<file path="src/rtl/fix_pkg.sv">
// Shared fixed-point helpers for the conv/pool datapath blocks.
// Holds lane/stage counts, width helpers and the saturating narrow.
package fix_pkg;

  localparam int NUM_LANES   = 25;
  localparam int TREE_STAGES = 5;
  localparam int TREE_GROWTH = 5;   // ceil(log2(NUM_LANES)) growth bits
  localparam int SAT_MAX_W   = 64;

  typedef struct packed {
    logic [SAT_MAX_W-1:0] value;
    logic                 clip;
  } sat_t;

  function automatic int tree_width(input int width);
    return width + TREE_GROWTH;
  endfunction

  function automatic int acc_width(input int width, input int guard);
    return tree_width(width) + guard;
  endfunction

  // Number of live operands after `level` pairwise reductions of NUM_LANES.
  function automatic int lanes_at(input int level);
    int n;
    n = NUM_LANES;
    for (int i = 0; i < level; i++) n = (n + 1) / 2;
    return n;
  endfunction

  function automatic sat_t sat_fix(input logic signed [SAT_MAX_W-1:0] value,
                                   input int width);
    logic signed [SAT_MAX_W-1:0] hi;
    logic signed [SAT_MAX_W-1:0] lo;
    sat_t r;
    hi = (64'sd1 <<< (width - 1)) - 64'sd1;
    lo = -hi - 64'sd1;
    r.clip = 1'b1;
    if (value > hi)      r.value = hi;
    else if (value < lo) r.value = lo;
    else begin
      r.value = value;
      r.clip  = 1'b0;
    end
    return r;
  endfunction

endpackage

</file>
<file path="src/rtl/vec25_add_tree.sv">
// Five-stage registered pairwise adder tree (25->13->7->4->2->1)
// with valid/first/last/bias carried alongside on a matching shift register.
module vec25_add_tree
  import fix_pkg::*;
#(
  parameter  int WIDTH = 16,
  localparam int TW    = tree_width(WIDTH)
) (
  input  logic                           clk,
  input  logic                           rst,
  input  logic                           in_valid,
  input  logic                           in_first,
  input  logic                           in_last,
  input  logic [WIDTH*NUM_LANES-1:0]     inP_25P,
  input  logic [WIDTH-1:0]               bias,
  output logic signed [TW-1:0]           sum,
  output logic                           sum_valid,
  output logic                           sum_first,
  output logic                           sum_last,
  output logic [WIDTH-1:0]               sum_bias
);

  for (genvar s = 0; s < TREE_STAGES; s++) begin : g_stage
    localparam int N_IN  = lanes_at(s);
    localparam int N_OUT = lanes_at(s + 1);

    logic signed [TW-1:0] d [N_IN];

    for (genvar k = 0; k < N_IN; k++) begin : g_in
      if (s == 0) begin : g_lane
        assign d[k] = TW'($signed(inP_25P[WIDTH*k +: WIDTH]));
      end else begin : g_prev
        assign d[k] = g_stage[s-1].g_out[k].r;
      end
    end

    // An odd leftover operand is simply re-registered so every path has equal depth.
    for (genvar k = 0; k < N_OUT; k++) begin : g_out
      logic signed [TW-1:0] r;
      if (2*k + 1 < N_IN) begin : g_add
        always_ff @(posedge clk) r <= d[2*k] + d[2*k+1];
      end else begin : g_pass
        always_ff @(posedge clk) r <= d[2*k];
      end
    end
  end

  assign sum = g_stage[TREE_STAGES-1].g_out[0].r;

  logic [TREE_STAGES-1:0] v_pipe;
  logic [TREE_STAGES-1:0] f_pipe;
  logic [TREE_STAGES-1:0] l_pipe;
  logic [WIDTH-1:0]       b_pipe [TREE_STAGES];

  always_ff @(posedge clk) begin
    if (rst) begin
      v_pipe <= '0;
      f_pipe <= '0;
      l_pipe <= '0;
    end else begin
      v_pipe <= {v_pipe[TREE_STAGES-2:0], in_valid};
      f_pipe <= {f_pipe[TREE_STAGES-2:0], in_valid & in_first};
      l_pipe <= {l_pipe[TREE_STAGES-2:0], in_valid & in_last};
    end
  end

  always_ff @(posedge clk) begin
    b_pipe[0] <= bias;
    for (int i = 1; i < TREE_STAGES; i++) b_pipe[i] <= b_pipe[i-1];
  end

  assign sum_valid = v_pipe[TREE_STAGES-1];
  assign sum_first = f_pipe[TREE_STAGES-1];
  assign sum_last  = l_pipe[TREE_STAGES-1];
  assign sum_bias  = b_pipe[TREE_STAGES-1];

endmodule

</file>
<file path="src/rtl/vec25_acc_reduce.sv">
// Reduces a 25-product beat to one sum, accumulates beats over a channel
// group with bias, and emits one saturated result per group.
module vec25_acc_reduce
  import fix_pkg::*;
#(
  parameter int WIDTH       = 16,
  parameter int POINT_WIDTH = 8,
  parameter int ACC_GUARD   = 8
) (
  input  logic                       clk,
  input  logic                       rst,
  input  logic                       in_valid,
  input  logic                       in_first,
  input  logic                       in_last,
  input  logic [WIDTH*NUM_LANES-1:0] inP_25P,
  input  logic [WIDTH-1:0]           bias,
  output logic                       out_valid,
  output logic [WIDTH-1:0]           out_sum,
  output logic                       out_sat
);

  localparam int TW = tree_width(WIDTH);
  localparam int AW = acc_width(WIDTH, ACC_GUARD);

  // Inputs, bias and result share one Q format, so the point is never moved.
  if (POINT_WIDTH < 0 || POINT_WIDTH >= WIDTH) begin : g_bad_point
    $error("vec25_acc_reduce: POINT_WIDTH must lie in [0, WIDTH)");
  end

  logic signed [TW-1:0] tree_sum;
  logic                 tree_valid;
  logic                 tree_first;
  logic                 tree_last;
  logic [WIDTH-1:0]     tree_bias;

  vec25_add_tree #(.WIDTH(WIDTH)) u_tree (
    .clk       (clk),
    .rst       (rst),
    .in_valid  (in_valid),
    .in_first  (in_first),
    .in_last   (in_last),
    .inP_25P   (inP_25P),
    .bias      (bias),
    .sum       (tree_sum),
    .sum_valid (tree_valid),
    .sum_first (tree_first),
    .sum_last  (tree_last),
    .sum_bias  (tree_bias)
  );

  logic signed [AW-1:0] acc;
  logic signed [AW-1:0] acc_next;
  logic signed [AW-1:0] tree_ext;
  logic signed [AW-1:0] bias_ext;
  sat_t                 sat_res;
  logic                 unused_sat_hi;

  assign tree_ext = AW'(tree_sum);
  assign bias_ext = AW'($signed(tree_bias));

  always_comb begin
    acc_next = acc + tree_ext;
    if (tree_first) acc_next = tree_ext + bias_ext;
  end

  assign sat_res       = sat_fix(SAT_MAX_W'(acc_next), WIDTH);
  assign unused_sat_hi = ^sat_res.value[SAT_MAX_W-1:WIDTH];

  always_ff @(posedge clk) begin
    if (rst) begin
      acc       <= '0;
      out_valid <= 1'b0;
      out_sum   <= '0;
      out_sat   <= 1'b0;
    end else begin
      out_valid <= 1'b0;
      if (tree_valid) begin
        acc <= acc_next;
        if (tree_last) begin
          out_valid <= 1'b1;
          out_sum   <= sat_res.value[WIDTH-1:0];
          out_sat   <= sat_res.clip;
        end
      end
    end
  end

endmodule

</file>
<file path="config.mk">
export PLATFORM = sky130hd
export DESIGN_NAME = vec25_acc_reduce
export DESIGN_NICKNAME = d
export VERILOG_FILES = /design/src/rtl/fix_pkg.sv /design/src/rtl/vec25_add_tree.sv /design/src/rtl/vec25_acc_reduce.sv
export SDC_FILE = /design/constraint.sdc
export NUM_CORES = 1
export LEC_CHECK = 0
export CAP_MARGIN = 20
export CORE_ASPECT_RATIO = 1.2
export CORE_MARGIN = 2
export CORE_UTILIZATION = 45
export CTS_CLUSTER_DIAMETER = 150
export DETAILED_ROUTE_END_ITERATION = 16
export GPL_TIMING_DRIVEN = 0
export PLACE_DENSITY = 0.71
export SLEW_MARGIN = 15
export SYNTH_ARGS = -nofsm -noshare
export SYNTH_HDL_FRONTEND = slang
export SYNTH_SLANG_ARGS = --single-unit
</file>
<file path="constraint.sdc">
create_clock -name clk -period 4.7 [get_ports clk]
set_clock_uncertainty 0.1 [all_clocks]
set_input_delay 0.705 -clock clk [delete_from_list [all_inputs] [get_ports clk]]
set_output_delay 0.705 -clock clk [all_outputs]
set_load 0.01 [all_outputs]
</file>
; Word-level counts from Yosys, hierarchy flattened
; Memory sizes are Yosys's and may differ from the RTL's.
; Cells that the tools add are included.
[totals]
regBits = 614
ram_bits = 80
input_bits = 421
out_inout_bits = 18
elab_cells = 74
memories = 1
[classes]
add_sub_neg = 26
order_cmp = 2
muxes = 6
bitwise = 3
reduce_logical = 2
[mem_list]
columns = name, words, word_bits, rd, rd_clocked_by_memory_dff, wr, line
row1 = u_tree.b_pipe, 5, 16, 5, 0, 5, vec25_add_tree.sv:53  ; logic [WIDTH-1:0] b_pipe [TREE_STAGES];
[ops]
columns = operator, n
row1 = $add 21x21->21, 11
row2 = $add 16x16->17, 12
row3 = $mux 16, 2
row4 = $add 29x21->29, 1
row5 = $gt 29x16->1 const B, 1
row6 = $lt 29x16->1 const B, 1
row7 = $mux 29, 1
row8 = $add 21x16->22, 1
row9 = $add 21x16->21, 1
row10 = $mux 1, 3
row11 = $and 1x1->1, 2
row12 = $reduce_and 2->1, 1
row13 = $reduce_or 2->1, 1
row14 = $not 1->1, 1

; Logic depth before layout (Yosys ltp)
; Gate-level depths: netlist (run 1).
; An unclocked memory read counts as a cell.
[depth]
ltp_word = 6
mapped_depth = 15
mapped_depth_nobuf = 14

; Cells and area by module
; Synthesis (run 1) repeated with hierarchy kept, for this count alone.
[hier_totals]
cells_unflattened = 3615
area_unflattened_um2 = 34041.4
[by_module_without_submodules]
columns = module, instances, cells_per_inst, area_each_um2, seq_area_each_um2
row1 = vec25_add_tree, 1, 2922, 28771.3, 11471.0
row2 = vec25_acc_reduce, 1, 693, 5270.1, 940.9

; Least setup slack after synthesis (run 1)
; OpenSTA, ideal clock, no wires.
[synth_path]
path_type = input port to flip-flop
startpoint = in inP_25P[0]
endpoint = reg u_tree.g_stage[0].g_out[0].r[19]
setup_ps = 116
arrival_time_ps = 3216
required_ps = 4484
path_slack_ps = 1268
path_stages = 14
n_path_buf = 0
cell_sequence = ha_1 -> inv_1 -> fa_1 -> nor2b_1 -> o21ai_0 -> a21boi_0 -> o21ai_0 -> a21boi_0 -> o21ai_0 -> a21oi_1 -> nor2_1 -> a2111oi_0 -> o21ai_0 -> a31o_2
[synth_via]
elab_chain_len = 1
[synth_rtl]
columns = element, line
row1 = from (decl), vec25_acc_reduce.sv:15  ; input logic [WIDTH*NUM_LANES-1:0] inP_25P,
row2 = $add 16x16->17, vec25_add_tree.sv:41  ; always_ff @(posedge clk) r <= d[2*k] + d[2*k+1];
row3 = to (signal assigned), vec25_add_tree.sv:41
row4 = to (decl), vec25_add_tree.sv:39  ; logic signed [TW-1:0] r;
; No other way between the ends.
; A chain may end at the register's enable or synchronous reset.

; Worst setup path in the final report (run 1)
; Same ends and word-level chain as after synthesis.

==> impl_results.md, run 1 <==
* Status: finished clean
* RSZ-0062 raised after global routing: no
* Slew HR at 32.0%
* Crit path largest cell delay at 0.55 ns
* Sequential power share at 31.6%
* Critical path buffers and inverters at 2
* Clock share of power at 21.1%
* Vias per cell at 5.15
* DR vias at 26914
* DIE AREA at 78000 sq um
* Crit-path slowest cell: a2111oi_0
* DIE WIDTH at 255 um
* Root Buffer: clkbuf_16
* Largest net degree at the start of global routing at 17
* Gpl congestion at 0.888
* Sw Pwr at 9.28 mW
* TritonRoute pass-1 iters at 5
* Post-Syn Instances at 3659
* Setup CP Type: primary input to flip-flop
* Io pins at 439
* Latest clock arrival within the worst-skew pair at 0.61 ns
* Crit end category: flip-flop
* Clk slew on worst S/H paths at 0.06 ns
* Number of global-route vias before repair at 26220
* DP HPWL at 64.1 mm
* DRT iter0 DRCs at 1288
* F_max at 0.250 GHz
* Detail Route Antenna Nets at 0
* Register area share after synthesis at 37.9%
* Gate power share at 47.3%
* Post-CTS Resized at 0
* Prevailing post-synth register cell: dfxtp_1
* Cell Area, Synth at 34100 sq um
* Total congestion overflow at 0
* H-Tree Level Count at 3
* WL final at 78.7 mm
* Post-synth EDFFs at 0
* HP Class: flip-flop to flip-flop
* Hold Violations, Final at 0
* Worst EP required at 5.08 ns
* Power Dens Cells at 601 nW/um^2
* Syn_nets at 4569
* Crit-path cells: clkdlybuf4s50_1 -> ha_1 -> inv_1 -> fa_1 -> nor2b_1 -> o21ai_0 -> a21boi_0 -> o21ai_0 -> a21boi_0 -> o21ai_0 -> a21oi_1 -> nor2_1 -> a2111oi_0 -> o21ai_0 -> a31o_2
* Die height at 306 um
* Family with the most delay on the worst path: compound AO/OA/AOI/OAI gates
* Layout cells sized above 1 at 3.63%
* Post-synth ARST share at 0%
* Clock Tree Buf Depth at 3
* Layout Area Growth over Synthesis at 23.2%
* Mean Syn Cell Area at 9.32 sq um
* CTS tree: built
* Number of max-cap violations at 0
* # rows at 110
* # Post-CTS Setup Buffers at 0
* Internal power at 16.0 mW
* Leakage at 18.5 nW
* Placed instance count at 5105
* Cts hold-fix bufs at 0
* I/O Buffers at 438
* Peak VDD IR at 0.000298 V
* Minimum clock period at 4.00 ns
* Period utilisation layout at 85.0%
* Initial Utilization at 45.5%
* Nets@finish at 5076
* Worst slew pin tran at 1.02 ns
* DP Area at 39800 sq um
* Final Setup Violations at 0
* Sw Share at 36.7%
* Core Area at 75000 sq um
* Crit-path max FO at 3
* Critical Path Source Type: primary input
* Setup_tns at 0 ns
* DRC at 0
* CP arrival at 4.37 ns
* Ys Warns at 0
* Gr usage total at 19.8%
* Slew Viols, Final at 0
* FF+latch count, synth at 646
* Wire per inst at 15.0 um
* Design area at 42000 sq um
* Flop-to-flop setup slack at 0.77 ns
* Num CTS Buffers at 67
* Synth unique cells at 80
* Final Non-Filler Cells at 5228
* CTS Sinks at 646
* Most common cell on crit path: o21ai_0
* First-pass GRT wire length at 127 mm
* Initial antenna violation count at 12
## worst paths after layout
path	cells past startpoint	from	end
worst max-delay path	15	inP_25P[0]	u_tree.g_stage[0].g_out[0].r[19]$_DFF_P_
worst min-delay path	0	u_tree.b_pipe[0][49]$_DFF_P_	u_tree.b_pipe[0][65]$_DFF_P_
worst max register to register	15	u_tree.sum[0]$_DFF_P_	out_sat$_SDFFE_PP0P_
worst min register to register	0	u_tree.b_pipe[0][49]$_DFF_P_	u_tree.b_pipe[0][65]$_DFF_P_
## power by group through the flow
stage	sequential (mW)	combinational, mW	clock, mW
floorplan	7.71	9.42	0
global placement	8.12	11.7	0
detailed placement	8.13	11.9	0
CTS	8.02	12.0	5.49
global route	8.13	13.5	5.69
finish	7.99	11.9	5.33
## cell usage in the layout (no fill, tap or decap), types with 11 or more instances in the layout
cell             count
a21oi_1            235
clkdlybuf4s50_1    438
o31ai_1             19
a31oi_1             32
nor2_1             337
clkbuf_1            33
nand3_1             83
and2_1              16
a311oi_1            13
xor2_1              68
nor3_1             115
and3_1              55
ha_1               463
o21bai_1            31
a21boi_0            48
nand4_1             17
xnor2_1            242
dfxtp_1            646
nand2_1            132
a21o_1              94
a211oi_1            30
nand2b_1            15
or3_1               73
o21a_1              49
clkbuf_16           71
o21ai_0            199
mux2i_1             24
fa_1                26
o211a_1             16
o21ai_1             15
o2111ai_1           14
inv_1              272
nor2b_1             82
a221oi_1            13
o2bb2ai_1           11
o211ai_1            18
a41oi_1             11
## synthesized netlist by cell type (82+ instances only)
library cell,number,area (sq um)
xnor2_1,242,2120
nor3_1,115,576
a21o_1,94,706
dfxtp_1,646,12900
ha_1,463,5790
nor2_1,337,1260
nand3_1,83,415
nor2b_1,82,513
inv_1,272,1020
a21oi_1,235,1180
o21ai_0,199,996
nand2_1,132,495
## per-layer routing
| metal | global-route usage, % | routed length [um] | up-vias | part of all wire [%] |
|---|---|---|---|---|
| met5 | 0 | 108 | - | 0.14 |
| met3 | 3.24 | 3380 | 120 | 4.3 |
| met2 | 36.5 | 39900 | 508 | 51 |
| met4 | 6.44 | 1770 | 16 | 2.3 |
| met1 | 23.3 | 33500 | 12249 | 43 |
| li1 | - | - | 14021 | - |
## metrics by stage
step                power [mW]  hold WS (ns)  util (%)  setup slack [ns]
CTS                       25.5         0.203      56.0             0.769
floorplan                 17.1         0.210         -              1.27
global placement          19.8         0.210      53.0             0.264
finish                    25.3         0.201      56.0             0.703
detailed placement        20.0         0.212      53.0             0.214
global route              27.3         0.215      56.0             0.315
## cells by family (layout without fill, tap and decap cells)
| kind of cell | Yosys count | after routing | synth area share (%) |
|---|---|---|---|
| flops | 646 | 646 | 37.9 |
| simple gates | 971 | 971 | 13.9 |
| compound gates | 918 | 918 | 17.7 |
| other cells | 0 | 4 | 0 |
| xor+xnor | 310 | 310 | 7.96 |
| mux | 25 | 25 | 0.737 |
| buf+inv | 300 | 857 | 3.35 |
| fa+ha+maj | 489 | 489 | 18.5 |
## area by class of cell
| class | count | area (sq um) |
|---|---|---|
| multi-input combinational | 2713 | 20000 |
| clock buffer | 93 | 1960 |
| antenna | 4 | 10.0 |
| buffer | 27 | 116 |
| fill | 6643 | 33000 |
| clock inverter | 26 | 303 |
| inverter | 273 | 1020 |
| sequential | 646 | 12900 |
| timing repair buffer | 438 | 4380 |
| tap | 1008 | 1260 |
## registers in the layout (all words and copies together) (netlist names), 5 cells and up
register	flops
acc	29
out_sum	16
u_tree.b_pipe	80
u_tree.f_pipe	5
u_tree.g_stage.g_out.r	483
u_tree.l_pipe	5
u_tree.sum	21
u_tree.v_pipe	5
Power figures use the tool's default switching activity.
==> inputs of run 2 (changes only) <==
- ABC_AREA: unset -> 1
==> run 2 against run 1 <==
Effect of this change:
- fmax grew 19%
- combinational power is essentially flat
- critical endpoint is now out_sum[12]$_SDFFE_PP0P_
- largest power group unchanged
- routed wire length grew 8.4%
==> impl_results.md, run 2 <==
* Status: finished clean (unchanged)
* Core Area at 76100 sq um (was 75000 sq um)
* DR vias at 28267 (was 26914)
* Top flop regs: u_tree.g_stage.g_out.r x483, u_tree.b_pipe x80, acc x29 (unchanged)
* Biggest register: u_tree.g_stage.g_out.r (unchanged)
* Setup CP Type: flip-flop to flip-flop (was primary input to flip-flop)
* Register area share after synthesis at 37.6% (was 37.9%)
* Dominant cell type by area after synthesis: dfxtp_1 (unchanged)
* Final Non-Filler Cells at 5732 (was 5228)
* RSZ-0062 raised after global routing: no (unchanged)
* Minimum clock period at 3.36 ns (was 4.00 ns)
* DIE AREA at 78700 sq um (was 78000 sq um)
* DRC at 0 (unchanged)
* Placed instance count at 5603 (was 5105)
* Commonest non-fill, non-tap cell in the layout: nand2_1 (was dfxtp_1)
* Worst EP required at 5.14 ns (was 5.08 ns)
* # Post-CTS Setup Buffers at 0 (unchanged)
* Layout Area Growth over Synthesis at 23.1% (was 23.2%)
* FF+latch count, synth at 646 (unchanged)
* Clock Tree Buf Depth at 3 (unchanged)
* CTS Sinks at 646 (unchanged)
* Top post-synthesis cells by count: nand2_1 (829), dfxtp_1 (646), inv_1 (478) (was dfxtp_1 (646), ha_1 (463), nor2_1 (337))
* Gr usage total at 21.3% (was 19.8%)
* Post-CTS Resized at 0 (unchanged)
* Cell Area, Synth at 34400 sq um (was 34100 sq um)
* Slew Viols, Final at 0 (unchanged)
* Dpl ws at 1.01 ns (was 0.214 ns)
* Crit end category: flip-flop (unchanged)
* TritonRoute pass-1 iters at 5 (unchanged)
* Peak VDD IR at 0.000292 V (was 0.000298 V)
* WL final at 85.3 mm (was 78.7 mm)
* Setup_tns at 0 ns (unchanged)
* Cts hold-fix bufs at 0 (unchanged)
* Fillers at 7089 (was 6643)
* Wl on met1 at 34.2 mm (was 33.5 mm)
* Latest clock arrival within the worst-skew pair at 0.61 ns (about the same)
* F_max at 0.298 GHz (was 0.250 GHz)
* Largest net degree at the start of global routing at 15 (was 17)
* DR top layer: met5 (unchanged)
* Most common cell on crit path: nand2_1 (was o21ai_0)
* Most common cell in the netlist: nand2_1 (was dfxtp_1)
* Worst slew pin tran at 0.711 ns (was 1.02 ns)
* Wire per inst at 14.9 um (was 15.0 um)
* Initial Utilization at 45.2% (was 45.5%)
* Root Buffer: clkbuf_16 (unchanged)
* Synth unique cells at 46 (was 80)
* Number of max-cap violations at 0 (unchanged)
* Initial antenna violation count at 12 (unchanged)
* Post-Syn Instances at 4148 (was 3659)
* Post-synth ARST share at 0% (unchanged)
* DIE WIDTH at 256 um (was 255 um)
* Synth top area cells: dfxtp_1 (38%), ha_1 (17%), nand2_1 (9.0%) (was dfxtp_1 (38%), ha_1 (17%), xnor2_1 (6.2%))
* Crit-path cells: ha_1 -> inv_1 -> fa_1 -> inv_1 -> nand3_1 -> nand3_1 -> nand2_1 -> nand2_1 -> a21oi_1 -> inv_1 -> nand2_1 -> nand3_1 -> nand2_1 -> nor2_1 -> nand3_1 -> o21bai_4 -> buf_6 -> nand2_1 -> a21oi_2 (was clkdlybuf4s50_1 -> ha_1 -> inv_1 -> fa_1 -> nor2b_1 -> o21ai_0 -> a21boi_0 -> o21ai_0 -> a21boi_0 -> o21ai_0 -> a21oi_1 -> nor2_1 -> a2111oi_0 -> o21ai_0 -> a31o_2)
* Gpl congestion at 0.913 (was 0.888)
* Most frequent cells in the layout: nand2_1 (829), dfxtp_1 (646), inv_1 (478), ha_1 (463), clkdlybuf4s50_1 (438) (was dfxtp_1 (646), ha_1 (463), clkdlybuf4s50_1 (438), nor2_1 (337), inv_1 (272))
* Met3 Wirelength at 3.44 mm (was 3.38 mm)
* Prevailing post-synth register cell: dfxtp_1 (unchanged)
* Crit-path slowest cell: fa_1 (was a2111oi_0)
* Crit-path max FO at 10 (was 3)
* Met2 routed WL at 44.1 mm (was 39.9 mm)
* Post-synth EDFFs at 0 (unchanged)
* Layout cells sized above 1 at 3.36% (was 3.63%)
* Yosys top cell area share at 37.6% (was 37.9%)
* Die height at 307 um (was 306 um)
* CP arrival at 3.80 ns (was 4.37 ns)
* Period utilisation layout at 71.4% (was 85.0%)
* HP Class: flip-flop to flip-flop (unchanged)
* H-Tree Level Count at 3 (unchanged)
* Io pins at 439 (unchanged)
* DRT iter0 DRCs at 1185 (was 1288)
* Num CTS Buffers at 67 (unchanged)
* Nets@finish at 5565 (was 5076)
* Ys Warns at 0 (unchanged)
* Detail Route Antenna Nets at 0 (unchanged)
* Hold Violations, Final at 0 (unchanged)
* Total congestion overflow at 0 (unchanged)
* Largest register FFs at 483 (unchanged)
* Leakage at 20.2 nW (was 18.5 nW)
* Slew HR at 52.6% (was 32.0%)
* CTS tree: built (unchanged)
* First-pass GRT wire length at 135 mm (was 127 mm)
* Number of global-route vias before repair at 28075 (was 26220)
* Storage element area at 12900 sq um (unchanged)
* Multi-input logic area at 19600 sq um (was 20000 sq um)
* Syn_nets at 5058 (was 4569)
* Total chip power at 25.4 mW (was 25.3 mW)
* Crit path largest cell delay at 0.41 ns (was 0.55 ns)
* Vias per cell at 4.93 (was 5.15)
* I/O Buffers at 438 (unchanged)
* Critical Path Source Type: flip-flop (was primary input)
* Clk slew on worst S/H paths at 0.06 ns (about the same)
* PnR worst setup slack at 1.34 ns (was 0.703 ns)
* Power Dens Cells at 599 nW/um^2 (was 601 nW/um^2)
* Mean Syn Cell Area at 8.30 sq um (was 9.32 sq um)
* DP HPWL at 71.4 mm (was 64.1 mm)
* # rows at 111 (was 110)
* Final Setup Violations at 0 (unchanged)
run 2: area by class of cell:
type | count | area share, %
clock buffer | 88 | 4.36
antenna | 8 | 0.0473
inverter | 478 | 4.24
sequential | 646 | 30.5
buffer | 20 | 0.219
multi-input combinational | 3004 | 46.3
clock inverter | 33 | 0.989
tap | 1017 | 3.00
timing repair buffer | 438 | 10.3
run 2: through the flow:
step                hold slack, ns  util [%]  area (sq um)
finish                       0.214      55.7         42400
global route                 0.215      55.7         42400
CTS                          0.218      55.6         42300
detailed placement           0.212      52.7         40100
floorplan                    0.210         -         34400
global placement             0.210      52.7         40100
run 2: power breakdown:
group | switching, mW | internal (mW)
Clock | 2.20 | 3.14
Combinational | 7.09 | 4.85
Sequential | 0.857 | 7.25
Total | 10.1 | 15.2
run 2: kinds of logic (layout without fill, tap and decap cells):
logic type / Yosys count / count (layout) / share of synthesized area [%]
flip-flops: 646 / 646 / 37.6
adder cells (fa/ha/maj): 489 / 489 / 18.3
multiplexers: 1 / 1 / 0.0291
other: 0 / 8 / 0
AND/OR/NAND/NOR: 1294 / 1294 / 15.4
XOR/XNOR: 385 / 385 / 9.80
AO/OA/AOI/OAI: 835 / 835 / 13.4
buffers and inverters: 498 / 1057 / 5.48
run 2: path summary, 6_finish.rpt:
kind / to / start / depth (start not counted) / slack (ns)
min: u_tree.g_stage[2].g_out[3].r[7]$_DFF_P_ / u_tree.g_stage[1].g_out[6].r[7]$_DFF_P_ / 0 / 0.21
max: out_sum[12]$_SDFFE_PP0P_ / u_tree.sum[0]$_DFF_P_ / 19 / 1.34
max reg2reg: out_sum[12]$_SDFFE_PP0P_ / u_tree.sum[0]$_DFF_P_ / 19 / 1.34
min reg2reg: u_tree.g_stage[2].g_out[3].r[7]$_DFF_P_ / u_tree.g_stage[1].g_out[6].r[7]$_DFF_P_ / 0 / 0.21
run 2: metal layers:
metal	global-route usage [%]	vias up
li1	-	14843
met1	23.3	12733
met2	40.2	528
met3	3.07	155
met4	10.3	8
met5	0	-
run 2: worst max-delay path, delay by kind of cell, from the launching register on:
| kind | cells | cell delay [ns] |
|---|---|---|
| simple gates | 10 | 1.13 |
| compound gates | 3 | 0.60 |
| flops | 1 | 0.40 |
| buf+inv | 4 | 0.43 |
| fa+ha+maj | 2 | 0.63 |
==> inputs of run 3 (changes only) <==
- PLACE_DENSITY: 0.71 -> 0.74
- clock period: 4.7 -> 2.8 ns (I/O delays scaled with it)
==> run 3 against run 2 <==
Effect of this change:
- critical path depth rose by 1
- cell area rose by 4.2%
- first-iteration DRC count fell by 9.6%
- worst hold slack got worse by 0.055 ns
- via count rose by 1.6%
- combinational power rose by 83%
- power rose by 76%
==> impl_results.md, run 3 (synthesis results as in run 2) <==
* Status: finished clean (unchanged)
* Initial Utilization at 45.2% (unchanged)
* R2R cell count at 20 (was 19)
* Commonest non-fill, non-tap cell in the layout: nand2_1 (unchanged)
* Layout cells sized above 1 at 9.10% (was 3.36%)
* Power Dens Cells at 1010 nW/um^2 (was 599 nW/um^2)
* H-Tree Level Count at 3 (unchanged)
* Gr usage total at 22.1% (was 21.3%)
* Layout Area Growth over Synthesis at 28.2% (was 23.1%)
* Hold Violations, Final at 0 (unchanged)
* DRC at 0 (unchanged)
* Clock Tree Buf Depth at 3 (unchanged)
* Top flop regs: u_tree.g_stage.g_out.r x483, u_tree.b_pipe x80, acc x29 (unchanged)
* DIE WIDTH at 256 um (unchanged)
* Slew HR at 46.7% (was 52.6%)
* Slew Viols, Final at 0 (unchanged)
* CTS Sinks at 646 (unchanged)
* Total congestion overflow at 0 (unchanged)
* DIE AREA at 78700 sq um (unchanged)
* Critical Path Source: u_tree.sum[0]$_DFF_P_ (unchanged)
* R2r endpoint: out_sum[10]$_SDFFE_PP0P_ (was out_sum[12]$_SDFFE_PP0P_)
* Number of max-cap violations at 0 (unchanged)
* DR vias at 28719 (was 28267)
* Peak VDD IR at 0.000561 V (was 0.000292 V)
* Wire per inst at 15.4 um (was 14.9 um)
* CTS tree: built (unchanged)
* DRT iter0 DRCs at 1071 (was 1185)
* Setup_tns at 0 ns (unchanged)
* Crit-path max FO at 5 (was 10)
* Io pins at 439 (unchanged)
* Largest register FFs at 483 (unchanged)
* Core Area at 76100 sq um (unchanged)
* Critical R2R Launch: u_tree.sum[0]$_DFF_P_ (unchanged)
* WHS at 0.159 ns (was 0.214 ns)
* Worst EP required at 3.18 ns (was 5.14 ns)
* Most frequent cells in the layout: nand2_1 (769), dfxtp_1 (615), inv_1 (471), clkdlybuf4s50_1 (438), ha_1 (416) (was nand2_1 (829), dfxtp_1 (646), inv_1 (478), ha_1 (463), clkdlybuf4s50_1 (438))
* Critical Path Source Type: flip-flop (unchanged)
* Setup CP Type: flip-flop to flip-flop (unchanged)
* F_max at 0.361 GHz (was 0.298 GHz)
* Vias per cell at 4.97 (was 4.93)
* TritonRoute pass-1 iters at 5 (unchanged)
* I/O Buffers at 438 (unchanged)
* Die height at 307 um (unchanged)
* WL final at 88.9 mm (was 85.3 mm)
* Detail Route Antenna Nets at 0 (unchanged)
* Initial antenna violation count at 16 (was 12)
* Nets@finish at 5604 (was 5565)
* First-pass GRT wire length at 140 mm (was 135 mm)
* Biggest register: u_tree.g_stage.g_out.r (unchanged)
* CP arrival at 3.14 ns (was 3.80 ns)
* Worst slew pin tran at 0.799 ns (was 0.711 ns)
* CP Capture Point: out_sum[10]$_SDFFE_PP0P_ (was out_sum[12]$_SDFFE_PP0P_)
* DP HPWL at 72.3 mm (was 71.4 mm)
* Minimum clock period at 2.77 ns (was 3.36 ns)
* RSZ-0062 raised after global routing: yes (was no)
* Root Buffer: clkbuf_16 (unchanged)
* Latest clock arrival within the worst-skew pair at 0.60 ns (was 0.61 ns)
* Num CTS Buffers at 67 (unchanged)
* HP Class: primary input to flip-flop (was flip-flop to flip-flop)
* Number of global-route vias before repair at 28951 (was 28075)
* Final Setup Violations at 0 (unchanged)
* Gpl congestion at 0.910 (was 0.913)
* Flop-to-flop setup slack at 0.03 ns (was 1.34 ns)
* # rows at 111 (unchanged)
* Period utilisation layout at 98.8% (was 71.4%)
* Crit end category: flip-flop (unchanged)
* Clk slew on worst S/H paths at 0.06 ns (about the same)
* Cts hold-fix bufs at 0 (unchanged)
* Leakage at 20.6 nW (was 20.2 nW)
* Largest net degree at the start of global routing at 16 (was 15)
## run 3: cell types whose count changed in the layout (fill, tap and decap cells not counted), moves of 16 or more
cell / change
nand2_1: -60
ha_1: -47
ha_4: +46
nand2_2: +44
nor2_1: -33
buf_4: +31
dfxtp_1: -31
nand3_1: -22
o21ai_0: -22
dfxtp_2: +17
nor2_2: +17
nand2_4: +16
nor2_4: +16
o21ai_1: +16
## run 3: how the worst min path moves through the flow
| stage | end | startpoint | cells after the start |
|---|---|---|---|
| floorplan | u_tree.b_pipe[0][16]$_DFF_P_ | u_tree.b_pipe[0][0]$_DFF_P_ | 0 |
| global placement | u_tree.b_pipe[0][22]$_DFF_P_ | u_tree.b_pipe[0][6]$_DFF_P_ | 0 |
| detailed placement | u_tree.b_pipe[0][37]$_DFF_P_ | u_tree.b_pipe[0][21]$_DFF_P_ | 0 |
| CTS | u_tree.g_stage[0].g_out[12].r[9]$_DFF_P_ | inP_25P[393] | 1 |
| global route | u_tree.g_stage[0].g_out[12].r[8]$_DFF_P_ | inP_25P[392] | 1 |
| finish | u_tree.g_stage[0].g_out[12].r[3]$_DFF_P_ | inP_25P[387] | 1 |
## run 3: critical path, stage by stage (launching register included)
cell and delay [ns]:
dfxtp_4 0.39, ha_4 0.15, inv_2 0.04, fa_2 0.37, inv_4 0.10, nand3_4 0.07
nand3_4 0.10, nand2_4 0.06, nand3_4 0.10, nand2_2 0.08, nand2_1 0.07, nand2_1 0.06
nand3_2 0.09, nand2_1 0.06, nor2_1 0.10, nand2_1 0.08, nor2_2 0.11, nand2_2 0.07
a21oi_4 0.21, buf_6 0.17, a21oi_2 0.05
## run 3: power by group
part	leakage (nW)	total [mW]	internal [mW]	switching [mW]
Combinational	14.0	21.8	9.17	12.7
Sequential	5.43	13.8	12.2	1.55
Clock	1.13	9.15	5.43	3.72
## run 3: layout make-up
| type | instances | area, sq um |
|---|---|---|
| timing repair buffer | 478 | 4740 |
| buffer | 19 | 83.8 |
| fill | 6814 | 32000 |
| multi-input combinational | 3004 | 20900 |
| clock buffer | 89 | 1870 |
| inverter | 478 | 1800 |
| sequential | 646 | 13000 |
| tap | 1017 | 1270 |
| clock inverter | 34 | 444 |
| antenna | 14 | 35.0 |
## run 3: stage by stage
stage | cells | setup slack, ns | utilization (%) | cell area (sq um) | total power, mW
floorplan | 4148 | 0.216 | - | 34400 | 28.1
global placement | 5603 | -0.591 | 52.7 | 40100 | 33.5
detailed placement | 5603 | -0.617 | 52.7 | 40100 | 33.8
CTS | 5745 | -0.00458 | 56.8 | 43200 | 44.0
global route | 5776 | -0.0942 | 58.0 | 44100 | 48.4
finish | 5779 | 0.0336 | 58.0 | 44100 | 44.8
## run 3: what timing repair did
action / 4_1_cts / 5_1_grt
setup buffers: 18 / 21
resized for setup: 130 / 212
cloned: 1 / 1
endpoints found under the setup margin: 24 / 59
pin swaps: 24 / 82
## run 3: per-layer routing
layer  wire [um]  global-route usage, %  vias to the layer above
met3        3710                   3.38                      181
met4        3860                   11.2                        4
met2       46700                   41.9                      594
met5          29                      0                        -
met1       34600                   23.6                    13006
li1            -                      -                    14934
